===== config.mk =====
export PLATFORM = sky130hd
export DESIGN_NAME = fetch
export DESIGN_NICKNAME = d
export VERILOG_FILES = /design/src/rtl/rv32_pkg.sv /design/src/rtl/fetch_fifo.sv /design/src/rtl/fetch.sv
export SDC_FILE = /design/constraint.sdc
export NUM_CORES = 1
export LEC_CHECK = 0
export CORE_ASPECT_RATIO = 1.5
export CORE_MARGIN = 2
export CORE_UTILIZATION = 23
export DETAILED_ROUTE_END_ITERATION = 12
export PLACE_DENSITY = 0.41
export SYNTH_ARGS = -nofsm -noshare
export SYNTH_HDL_FRONTEND = slang
export SYNTH_HIERARCHICAL = 1
export SYNTH_SLANG_ARGS = --single-unit

===== constraint.sdc =====
create_clock -name clk -period 10.8 [get_ports clk]
set_input_delay 1.08 -clock clk [delete_from_list [all_inputs] [get_ports clk]]
set_output_delay 1.08 -clock clk [all_outputs]
set_load 0.01 [all_outputs]

===== src/rtl/rv32_pkg.sv =====
// Shared RV32 front-end types: word geometry and the fetch-queue entry.
// Address alignment in fetch is controlled by the FETCH_ALIGN_EN macro.
package rv32_pkg;

    localparam int XLEN       = 32;
    localparam int DATA_BYTES = XLEN / 8;

    typedef struct packed {
        logic [XLEN-1:0] pc;
        logic [XLEN-1:0] data;
    } fetch_entry_t;

endpackage


===== src/rtl/fetch_fifo.sv =====
// Two-entry {pc,data} queue between the memory return path and the decoder.
// Flush empties it in one edge; push and pop may coincide.
module fetch_fifo
    import rv32_pkg::*;
(
    input  logic         clk,
    input  logic         rst,
    input  logic         push,
    input  logic         pop,
    input  logic         flush,
    input  fetch_entry_t din,
    output logic [1:0]   count,
    output fetch_entry_t head
);

    fetch_entry_t mem [2];
    logic         rd_ptr;
    logic         wr_ptr;

    always_ff @(posedge clk or posedge rst) begin
        if (rst) begin
            count  <= 2'd0;
            rd_ptr <= 1'b0;
            wr_ptr <= 1'b0;
            mem[0] <= '0;
            mem[1] <= '0;
        end else if (flush) begin
            count  <= 2'd0;
            rd_ptr <= 1'b0;
            wr_ptr <= 1'b0;
        end else begin
            if (push) begin
                mem[wr_ptr] <= din;
                wr_ptr      <= ~wr_ptr;
            end
            if (pop) begin
                rd_ptr <= ~rd_ptr;
            end
            count <= count + {1'b0, push} - {1'b0, pop};
        end
    end

    assign head = mem[rd_ptr];

endmodule


===== src/rtl/fetch.sv =====
// Instruction fetch: PC, one in-flight memory read and a 2-entry output queue.
// Define FETCH_ALIGN_EN to force redirect/reset addresses to word alignment.
module fetch
    import rv32_pkg::*;
#(
    parameter int                    ADDR_WIDTH = 9,
    parameter int                    DATA_WIDTH = 32,
    parameter logic [ADDR_WIDTH-1:0] RESET_ADDR = '0
) (
    input  logic                  clk,
    input  logic                  rst,
    output logic [ADDR_WIDTH-1:0] imem_addr,
    input  logic [DATA_WIDTH-1:0] imem_data,
    input  logic                  redirect,
    input  logic [ADDR_WIDTH-1:0] redirect_addr,
    output logic                  inst_valid,
    input  logic                  inst_ready,
    output logic [DATA_WIDTH-1:0] inst_data,
    output logic [ADDR_WIDTH-1:0] inst_pc
);

`ifdef FETCH_ALIGN_EN
    localparam logic [ADDR_WIDTH-1:0] ALIGN_MASK = ~ADDR_WIDTH'(DATA_BYTES - 1);
`else
    localparam logic [ADDR_WIDTH-1:0] ALIGN_MASK = '1;
`endif
    localparam logic [ADDR_WIDTH-1:0] START_ADDR = RESET_ADDR & ALIGN_MASK;
    localparam logic [ADDR_WIDTH-1:0] STEP       = ADDR_WIDTH'(DATA_BYTES);

    logic [ADDR_WIDTH-1:0] pc;
    logic [ADDR_WIDTH-1:0] inflight_pc;
    logic                  inflight;
    logic [1:0]            count;
    logic [2:0]            occ;
    logic                  pop;
    logic                  push;
    logic                  issue;
    fetch_entry_t          din;
    fetch_entry_t          head;
    logic                  unused_bits;

    assign imem_addr = redirect ? (redirect_addr & ALIGN_MASK) : pc;

    assign inst_valid = (count != 2'd0);
    assign pop        = inst_valid & inst_ready;
    assign push       = inflight & ~redirect;

    // Slots already committed (queued + in flight) after this cycle's pop.
    assign occ   = {1'b0, count} + {2'b0, inflight} - {2'b0, pop};
    assign issue = redirect | (occ < 3'd2);

    always_ff @(posedge clk or posedge rst) begin
        if (rst) begin
            pc          <= START_ADDR;
            inflight    <= 1'b0;
            inflight_pc <= '0;
        end else begin
            inflight <= issue;
            if (issue) begin
                pc          <= imem_addr + STEP;
                inflight_pc <= imem_addr;
            end
        end
    end

    assign din.pc   = XLEN'(inflight_pc);
    assign din.data = XLEN'(imem_data);

    fetch_fifo u_fifo (
        .clk   (clk),
        .rst   (rst),
        .push  (push),
        .pop   (pop),
        .flush (redirect),
        .din   (din),
        .count (count),
        .head  (head)
    );

    assign inst_data   = inst_valid ? head.data[DATA_WIDTH-1:0] : '0;
    assign inst_pc     = inst_valid ? head.pc[ADDR_WIDTH-1:0] : '0;
    assign unused_bits = ^{head.pc, head.data};

endmodule


### After elaboration in Yosys (flattened, before gate mapping)

Index checks and enable logic that the tools add are counted.

| word-level totals | value |
|---|---|
| flip-flop bits (word level) | 151 |
| output and inout port bits | 51 |
| word-level logic and storage cells | 46 |

| operators by class | value |
|---|---|
| add/sub/neg operators | 5 |
| order comparisons | 4 |
| muxes and demuxes | 14 |
| bitwise gates (word level) | 8 |
| reductions and logical operators | 5 |

Operators by type and width:

| operator | count |
|---|---|
| 128-bit bitwise mux | 1 |
| 41-bit two-way mux | 3 |
| 64-bit demux with 1-bit select | 1 |
| 64-bit two-way mux | 1 |
| 32-bit two-way mux | 1 |
| 9-bit two-way mux | 2 |
| 9-bit by 3-bit adder with 9-bit output, second input constant | 1 |
| 2-bit nonzero test | 3 |
| 2-bit greater-or-equal comparator, second input constant | 2 |
| 1-bit two-way mux | 4 |
| 1-bit inverter with 2-bit output | 2 |
| 2-bit by 1-bit adder with 3-bit output | 1 |
| 3-bit by 2-bit less-than comparator with 1-bit output, second input constant | 1 |
| 1-bit inverter | 3 |
| 3-bit by 1-bit subtractor with 3-bit output | 1 |
| 2-bit by 1-bit adder with 2-bit output | 1 |
| 1-bit AND | 2 |
| 2-bit by 1-bit less-than comparator with 1-bit output, second input constant | 1 |
| 2-bit two-way mux | 1 |
| 2-bit AND reduction | 1 |
| 2-bit by 1-bit subtractor with 2-bit output | 1 |
| 1-bit logical AND | 1 |
| 1-bit OR | 1 |

### Depth between registers and ports, before layout

Gate-level depths: netlist of the first run.

| depth | value |
|---|---|
| depth in word-level cells | 6 |
| depth in mapped cells | 11 |
| mapped depth without buffers | 9 |

### Modules after synthesis

The synthesis of the first run kept the hierarchy.

By module, submodules not included:

| module | times used | cells each | area each (µm²) | sequential area each (µm²) |
|---|---|---|---|---|
| fetch_fifo | 1 | 359 | 6142.1 | 3303.2 |
| fetch | 1 | 137 | 1268.7 | 425.4 |

### Worst setup path before layout of the first run

Ideal clock, no wire load.

| timing | value |
|---|---|
| path type | input-to-reg |
| start | input inst_ready |
| end | register inflight_pc[3] |
| library setup time | 0.125 ns |
| arrival | 2.856 ns |
| setup slack | 7.819 ns |
| stages | 7 |
| path buffers | 1 |
| cells stage by stage | nor2b_1 ha_1 nor2b_1 fa_1 o21bai_2 buf_2 mux2_2 |

| between the ends | value |
|---|---|
| longest elaborated chain between the ends | 4 |

Ends and longest elaborated chain:

| element | RTL line | RTL |
|---|---|---|
| from (decl) | fetch.sv:17 | `input logic inst_ready,` |
| 1-bit AND | fetch.sv:45 | `assign pop = inst_valid & inst_ready;` |
| 3-bit by 1-bit subtractor with 3-bit output | fetch.sv:49 | `assign occ = {1'b0, count} + {2'b0, inflight} - {2'b0, pop};` |
| 3-bit by 2-bit less-than comparator with 1-bit output | fetch.sv:50 | `assign issue = redirect \| (occ < 3'd2);` |
| 1-bit OR | fetch.sv:50 |  |
| to (signal assigned) | fetch.sv:61 | `inflight_pc <= imem_addr;` |
| to (decl) | fetch.sv:31 | `logic [ADDR_WIDTH-1:0] inflight_pc;` |

No other way between the ends.
A chain may end at the register's enable or synchronous reset.

### Worst setup path in the final report of the first run

| timing | value |
|---|---|
| start | input redirect |
| end | output imem_addr[2] |

| between the ends | value |
|---|---|
| longest elaborated chain between the ends | 1 |

Ends and longest elaborated chain:

| element | RTL line | RTL |
|---|---|---|
| from (decl) | fetch.sv:14 | `input logic redirect,` |
| 9-bit two-way mux | fetch.sv:42 | `assign imem_addr = redirect ? (redirect_addr & ALIGN_MASK) : pc;` |
| to (decl) | fetch.sv:12 | `output logic [ADDR_WIDTH-1:0] imem_addr,` |

No other way between the ends.

==> impl_metrics.py, run 1 <==
metrics = {
    "status": {
        "status": "completed",
    },
    "critical_path": {
        "worst_setup_path_end_kind": "output port",
        "cp_max_fo": 26,
        "path_buf_inv": 4,
        "worstPathArrival_ns": 2.80,
        "crit_family": "buffers and inverters",
        "cpPeakStageDelay_ns": 0.49,
        "worstPathCellList": "clkdlybuf4s50_1, buf_4, mux2i_1, inv_1, clkdlybuf4s50_1",
        "cp_common_cell": "clkdlybuf4s50_1",
        "worstPathRequired_ns": 9.72,
        "critPathSlowestCell": "clkdlybuf4s50_1",
        "critPathKind": "input pin to output port",
        "crit_path_start_kind": "input pin",
    },
    "global_route": {
        "grt_overflow": 0,
        "grt_first_pass_wirelength_um": 19300,
        "track_usage": 0.103,
        "grt_pass1_vias": 3465,
        "grt_max_degree": 50,
        "antenna_found_initial": 0,
    },
    "clocking": {
        "cts_num_sinks": 103,
        "post_cts_resize_count": 0,
        "numCtsBuffers": 9,
        "cts_root_buffer": "clkbuf_16",
        "tritoncts": "built",
        "clk_latency_ns": 0.35,
        "cts_setup_buffers": 0,
        "htree_levels": 3,
        "cts_buffer_depth": 2,
        "path_clk_slew_ns": 0.07,
        "hold_buffers": 0,
    },
    "logic_synthesis": {
        "synthCells": 378,
        "syn_avg_cell_area_um2": 14.1,
        "yosys_warnings": 6,
        "synth_nets": 428,
        "netlist_area_mm2": 0.00533,
    },
    "pwr": {
        "ir_worst_vdd_v": 0.0000983,
        "power.density_mw_per_mm2": 288,
        "p_leak_nw": 2.81,
    },
    "cells_and_area": {
        "fillers": 2283,
        "n_antenna_cell": 0,
        "drive_above_1_share": 0.353,
        "syn_to_final_growth_pct": 25.3,
        "seq_area_mm2": 0.00258,
        "fin_nets": 512,
        "multiInputGateArea_mm2": 0.00242,
    },
    "floorplan": {
        "row_count": 68,
        "die_h_um": 191,
        "fp.dieW_um": 128,
        "start_util": 0.233,
        "fp.coreArea_mm2": 0.0229,
        "die_area_mm2": 0.0245,
        "pin_count": 96,
    },
    "routing": {
        "drc": 0,
        "routedWlPerCell_um": 16.2,
        "dr.pass1.iters": 4,
        "num_vias": 3103,
        "drt_iter0_markers": 76,
        "viasPerCell": 4.15,
        "drt_wl_total_um": 12100,
        "ant_nets": 0,
    },
    "placement": {
        "dp_hpwl_um": 7790,
        "dp_slack_ns": 6.86,
        "io_buffers": 95,
        "routabilityCongestion": 0.690,
    },
    "timing": {
        "rsz0062_at_grt": "no",
        "setup_slack_ns": 6.92,
        "fmax_ghz": 0.257,
        "skew_ns": 0.00799,
        "setup_viol": 0,
        "slew_violations": 0,
        "worst_slew_pin_slew_ns": 1.12,
        "hold_violations": 0,
        "fin_tns_setup_ns": 0,
        "post-route-min-period_ns": 3.88,
        "fin_crit_sh": 0.360,
        "slew_headroom": 0.251,
    },
    "flow_run": {
        "drv_cap": 0,
    },
    "min_path": {
        "hold_path_class": "flop to flop",
    },
}
[state kept, by name, indices dropped and copies added, names as in the netlist]
name and cells:
pc 9, u_fifo/count 2, inflight_pc 7, inflight 1
u_fifo/mem 82, u_fifo/rd_ptr 1, u_fifo/wr_ptr 1
[placed cells by master (no fill, tap or decap), types with 2 or more instances in the layout]
cell,count
mux2_2,90
mux2i_1,2
clkbuf_16,9
nand2_1,5
clkinvlp_4,2
clkinv_2,2
nor2_1,12
nand3b_1,2
dfrtp_1,102
clkdlybuf4s50_1,95
a21oi_1,6
xnor2_1,7
buf_4,5
ha_1,4
and2b_2,2
mux2_1,4
inv_1,10
nor2b_1,44
mux2_4,42
[per-stage QoR]
step | cell area [um^2] | total power, mW | util | cells | hold slack (ns)
detailed placement | 6380 | 1.62 | 0.279 | 731 | 0.488
floorplan | 5330 | 1.29 | - | 378 | 0.475
global route | 6680 | 2.08 | 0.292 | 747 | 0.517
global placement | 6380 | 1.59 | 0.279 | 731 | 0.485
CTS | 6680 | 1.97 | 0.292 | 747 | 0.509
finish | 6680 | 1.92 | 0.292 | 747 | 0.504
[final cells by class]
class	instances	area share
multi-input cells	237	0.362
inverters	11	0.00636
repair buffers	100	0.148
clock inverters	7	0.0118
clock buffers	9	0.0337
flip-flops and latches	103	0.386
well taps	280	0.0524
[layer usage]
| metal | track usage | part of all wire | vias up |
|---|---|---|---|
| met5 | 0 | 0 | - |
| met3 | 0.0247 | 0.042 | 12 |
| li1 | - | - | 1455 |
| met4 | 0.0380 | 0.016 | 0 |
| met1 | 0.125 | 0.43 | 1576 |
| met2 | 0.177 | 0.51 | 60 |
[worst paths after layout]
kind	start	slack (ns)	endpoint	depth (start not counted)
worst max-delay path	redirect	6.92	imem_addr[2]	5
min in group asynchronous	rst	1.15	u_fifo/mem[97]$_DFFE_PP0P_	2
worst min register to register	u_fifo/mem[83]$_DFFE_PP0P_	0.50	u_fifo/mem[83]$_DFFE_PP0P_	1
worst max register to register	u_fifo/count[1]$_DFF_PP0_	7.98	inflight_pc[3]$_DFFE_PP0P_	7
worst min-delay path	u_fifo/mem[83]$_DFFE_PP0P_	0.50	u_fifo/mem[83]$_DFFE_PP0P_	1
max in group asynchronous	rst	8.49	u_fifo/rd_ptr$_DFFE_PP0P_	3
[power breakdown]
| group | leakage [nW] | internal (mW) | switching (mW) |
|---|---|---|---|
| Clock | 0.144 | 0.182 | 0.154 |
| Sequential | 1.23 | 0.576 | 0.131 |
| Combinational | 1.44 | 0.553 | 0.326 |
| Total | 2.81 | 1.31 | 0.611 |
Power figures use the tool's default switching activity.
==> run 2: changes to the inputs <==
clock period = 3.8 ns   (was 10.8 ns; I/O delays follow)
==> impl_metrics.py, run 2 (synthesized netlist as in run 1, its figures left out) <==
metrics = {
    "status": {
        "status": "completed",
    },
    "routing": {
        "routedWlPerCell_um": 16.1,
        "num_vias": 3134,
        "drt_wl_total_um": 12100,
        "viasPerCell": 4.18,
        "ant_nets": 0,
        "drc": 0,
        "drt_iter0_markers": 119,
        "dr.pass1.iters": 4,
    },
    "pwr": {
        "power.density_mw_per_mm2": 815,
        "p_seq_frac": 0.358,
        "p_leak_nw": 2.84,
        "ir_worst_vdd_v": 0.000352,
        "switchingPower_mw": 1.73,
        "p_clk_frac": 0.175,
        "p_total_mw": 5.51,
        "swShare": 0.313,
        "p_int_mw": 3.79,
        "comb_power_share": 0.467,
    },
    "global_route": {
        "busiest_layer": "met2",
        "grt_use_met1": 0.123,
        "grt_pass1_vias": 3425,
        "antenna_found_initial": 1,
        "track_usage": 0.102,
        "grt_util_met3": 0.0219,
        "met2_usage": 0.175,
        "grt_max_degree": 87,
        "grt_first_pass_wirelength_um": 19200,
        "grt_overflow": 0,
    },
    "critical_path": {
        "worst_setup_path_end_kind": "output port",
        "cpPeakStageDelay_ns": 0.92,
        "worstPathRequired_ns": 3.42,
        "cp-endpoint": "imem_addr[4]",
        "cp_max_fo": 13,
        "r2r_slack_ns": 1.03,
        "critPathSlowestCell": "clkdlybuf4s50_1",
        "r2r-end": "inflight_pc[3]$_DFFE_PP0P_",
        "crit_path_start_kind": "input pin",
        "cp_common_cell": "clkdlybuf4s50_1",
        "worstPathCellList": "clkdlybuf4s50_1, buf_4, mux2_2, clkdlybuf4s50_1",
        "worstPathArrival_ns": 2.45,
        "crit_start": "redirect",
        "timing.rr.start": "u_fifo/count[1]$_DFF_PP0_",
        "reg2regPathDepth": 7,
        "critPathKind": "input pin to output port",
    },
    "timing": {
        "fin_crit_sh": 0.746,
        "hold_violations": 0,
        "worst_slew_pin_slew_ns": 0.699,
        "fin_tns_setup_ns": 0,
        "post-route-min-period_ns": 2.83,
        "fmax_ghz": 0.353,
        "slew_headroom": 0.533,
        "slew_violations": 0,
        "rsz0062_at_grt": "no",
        "skew_ns": 0.00659,
        "setup_viol": 0,
    },
    "clocking": {
        "cts_setup_buffers": 0,
        "hold_buffers": 0,
        "post_cts_resize_count": 0,
        "path_clk_slew_ns": 0.07,
        "tritoncts": "built",
        "clk_latency_ns": 0.34,
        "htree_levels": 3,
        "numCtsBuffers": 9,
        "cts_num_sinks": 103,
        "cts_buffer_depth": 2,
        "cts_root_buffer": "clkbuf_16",
    },
    "cells_and_area": {
        "fin_util": 0.295,
        "drive_above_1_share": 0.355,
        "design_area_mm2": 0.00676,
        "reg_top3": "u_fifo/mem: 82 flops, pc: 9 flops, inflight_pc: 7 flops",
        "fin_nets": 515,
        "fillers": 2304,
        "max_flop_register": "u_fifo/mem",
        "n_antenna_cell": 0,
        "syn_to_final_growth_pct": 26.8,
        "largest_reg_flops": 82,
        "final_common_cell": "dfrtp_1",
        "mostFrequentLayoutCells": "dfrtp_1, clkdlybuf4s50_1, mux2_2, nor2b_1, mux2_4",
    },
    "floorplan": {
        "start_util": 0.233,
        "fp.dieW_um": 128,
        "pin_count": 96,
        "die_area_mm2": 0.0245,
        "fp.coreArea_mm2": 0.0229,
        "row_count": 68,
        "die_h_um": 191,
    },
    "flow_run": {
        "drv_cap": 0,
    },
    "placement": {
        "routabilityCongestion": 0.689,
        "io_buffers": 95,
        "placed_area_mm2": 0.00645,
        "dp_hpwl_um": 7620,
    },
    "min_path": {
        "hold_path_class": "input pin to asynchronous set/reset pin",
    },
}
## run 2: cell count changes in the layout (fill, tap and decap cells not counted)
| cell | delta |
|---|---|
| inv_6 | -1 |
| inv_8 | -1 |
| clkbuf_1 | +1 |
| buf_12 | +4 |
| buf_4 | -1 |
| clkinv_2 | -1 |
| clkbuf_8 | +2 |
## run 2: worst min path at each step
stage | start | to | slack (ns)
finish | rst | pc[1]$_DFFE_PP0P_ | 0.48
global route | u_fifo/mem[92]$_DFFE_PP0P_ | u_fifo/mem[92]$_DFFE_PP0P_ | 0.52
CTS | rst | pc[1]$_DFFE_PP0P_ | 0.50
detailed placement | u_fifo/mem[17]$_DFFE_PP0P_ | u_fifo/mem[17]$_DFFE_PP0P_ | 0.49
global placement | u_fifo/mem[81]$_DFFE_PP0P_ | u_fifo/mem[81]$_DFFE_PP0P_ | 0.48
floorplan | rst | inflight$_DFF_PP0_ | 0.31
## run 2: area by class of cell
type	count	area [um^2]	share of cell area
Clock buffer	12	256	0.0379
Multi-Input combinational cell	237	2420	0.358
Sequential cell	103	2580	0.381
Tap cell	280	350	0.0518
Timing Repair Buffer	103	1060	0.157
Inverter	11	42.5	0.00629
Clock inverter	4	53.8	0.00796
## run 2: per-layer routing
layer  wire [um]  vias to the layer above
met5          13                        -
met2        6190                       60
li1            -                     1461
met1        5210                     1600
met4         166                        2
met3         470                       11
## run 2: stage by stage
| step | worst slack, ns | cells | hold WS [ns] |
|---|---|---|---|
| after floorplan | 1.01 | 378 | 0.306 |
| after global placement | 0.748 | 734 | 0.485 |
| after detailed placement | 0.668 | 734 | 0.487 |
| after CTS | 0.943 | 750 | 0.495 |
| after global routing | 0.795 | 750 | 0.516 |
| final | 0.967 | 750 | 0.481 |
## run 2: worst max-delay path: cells and delay by family
kind,cells,cell delay [ns]
mux,1,0.38
buf+inv,3,1.69
## run 2: power by group through the flow
stage	Combinational, mW	Clock, mW	Sequential (mW)
2_1_floorplan	1.82	0	1.85
3_3_place_gp	2.60	0	1.96
3_5_place_dp	2.63	0	1.99
4_1_cts	2.64	1.02	1.97
5_1_grt	2.83	1.06	2.05
6_report	2.58	0.965	1.97
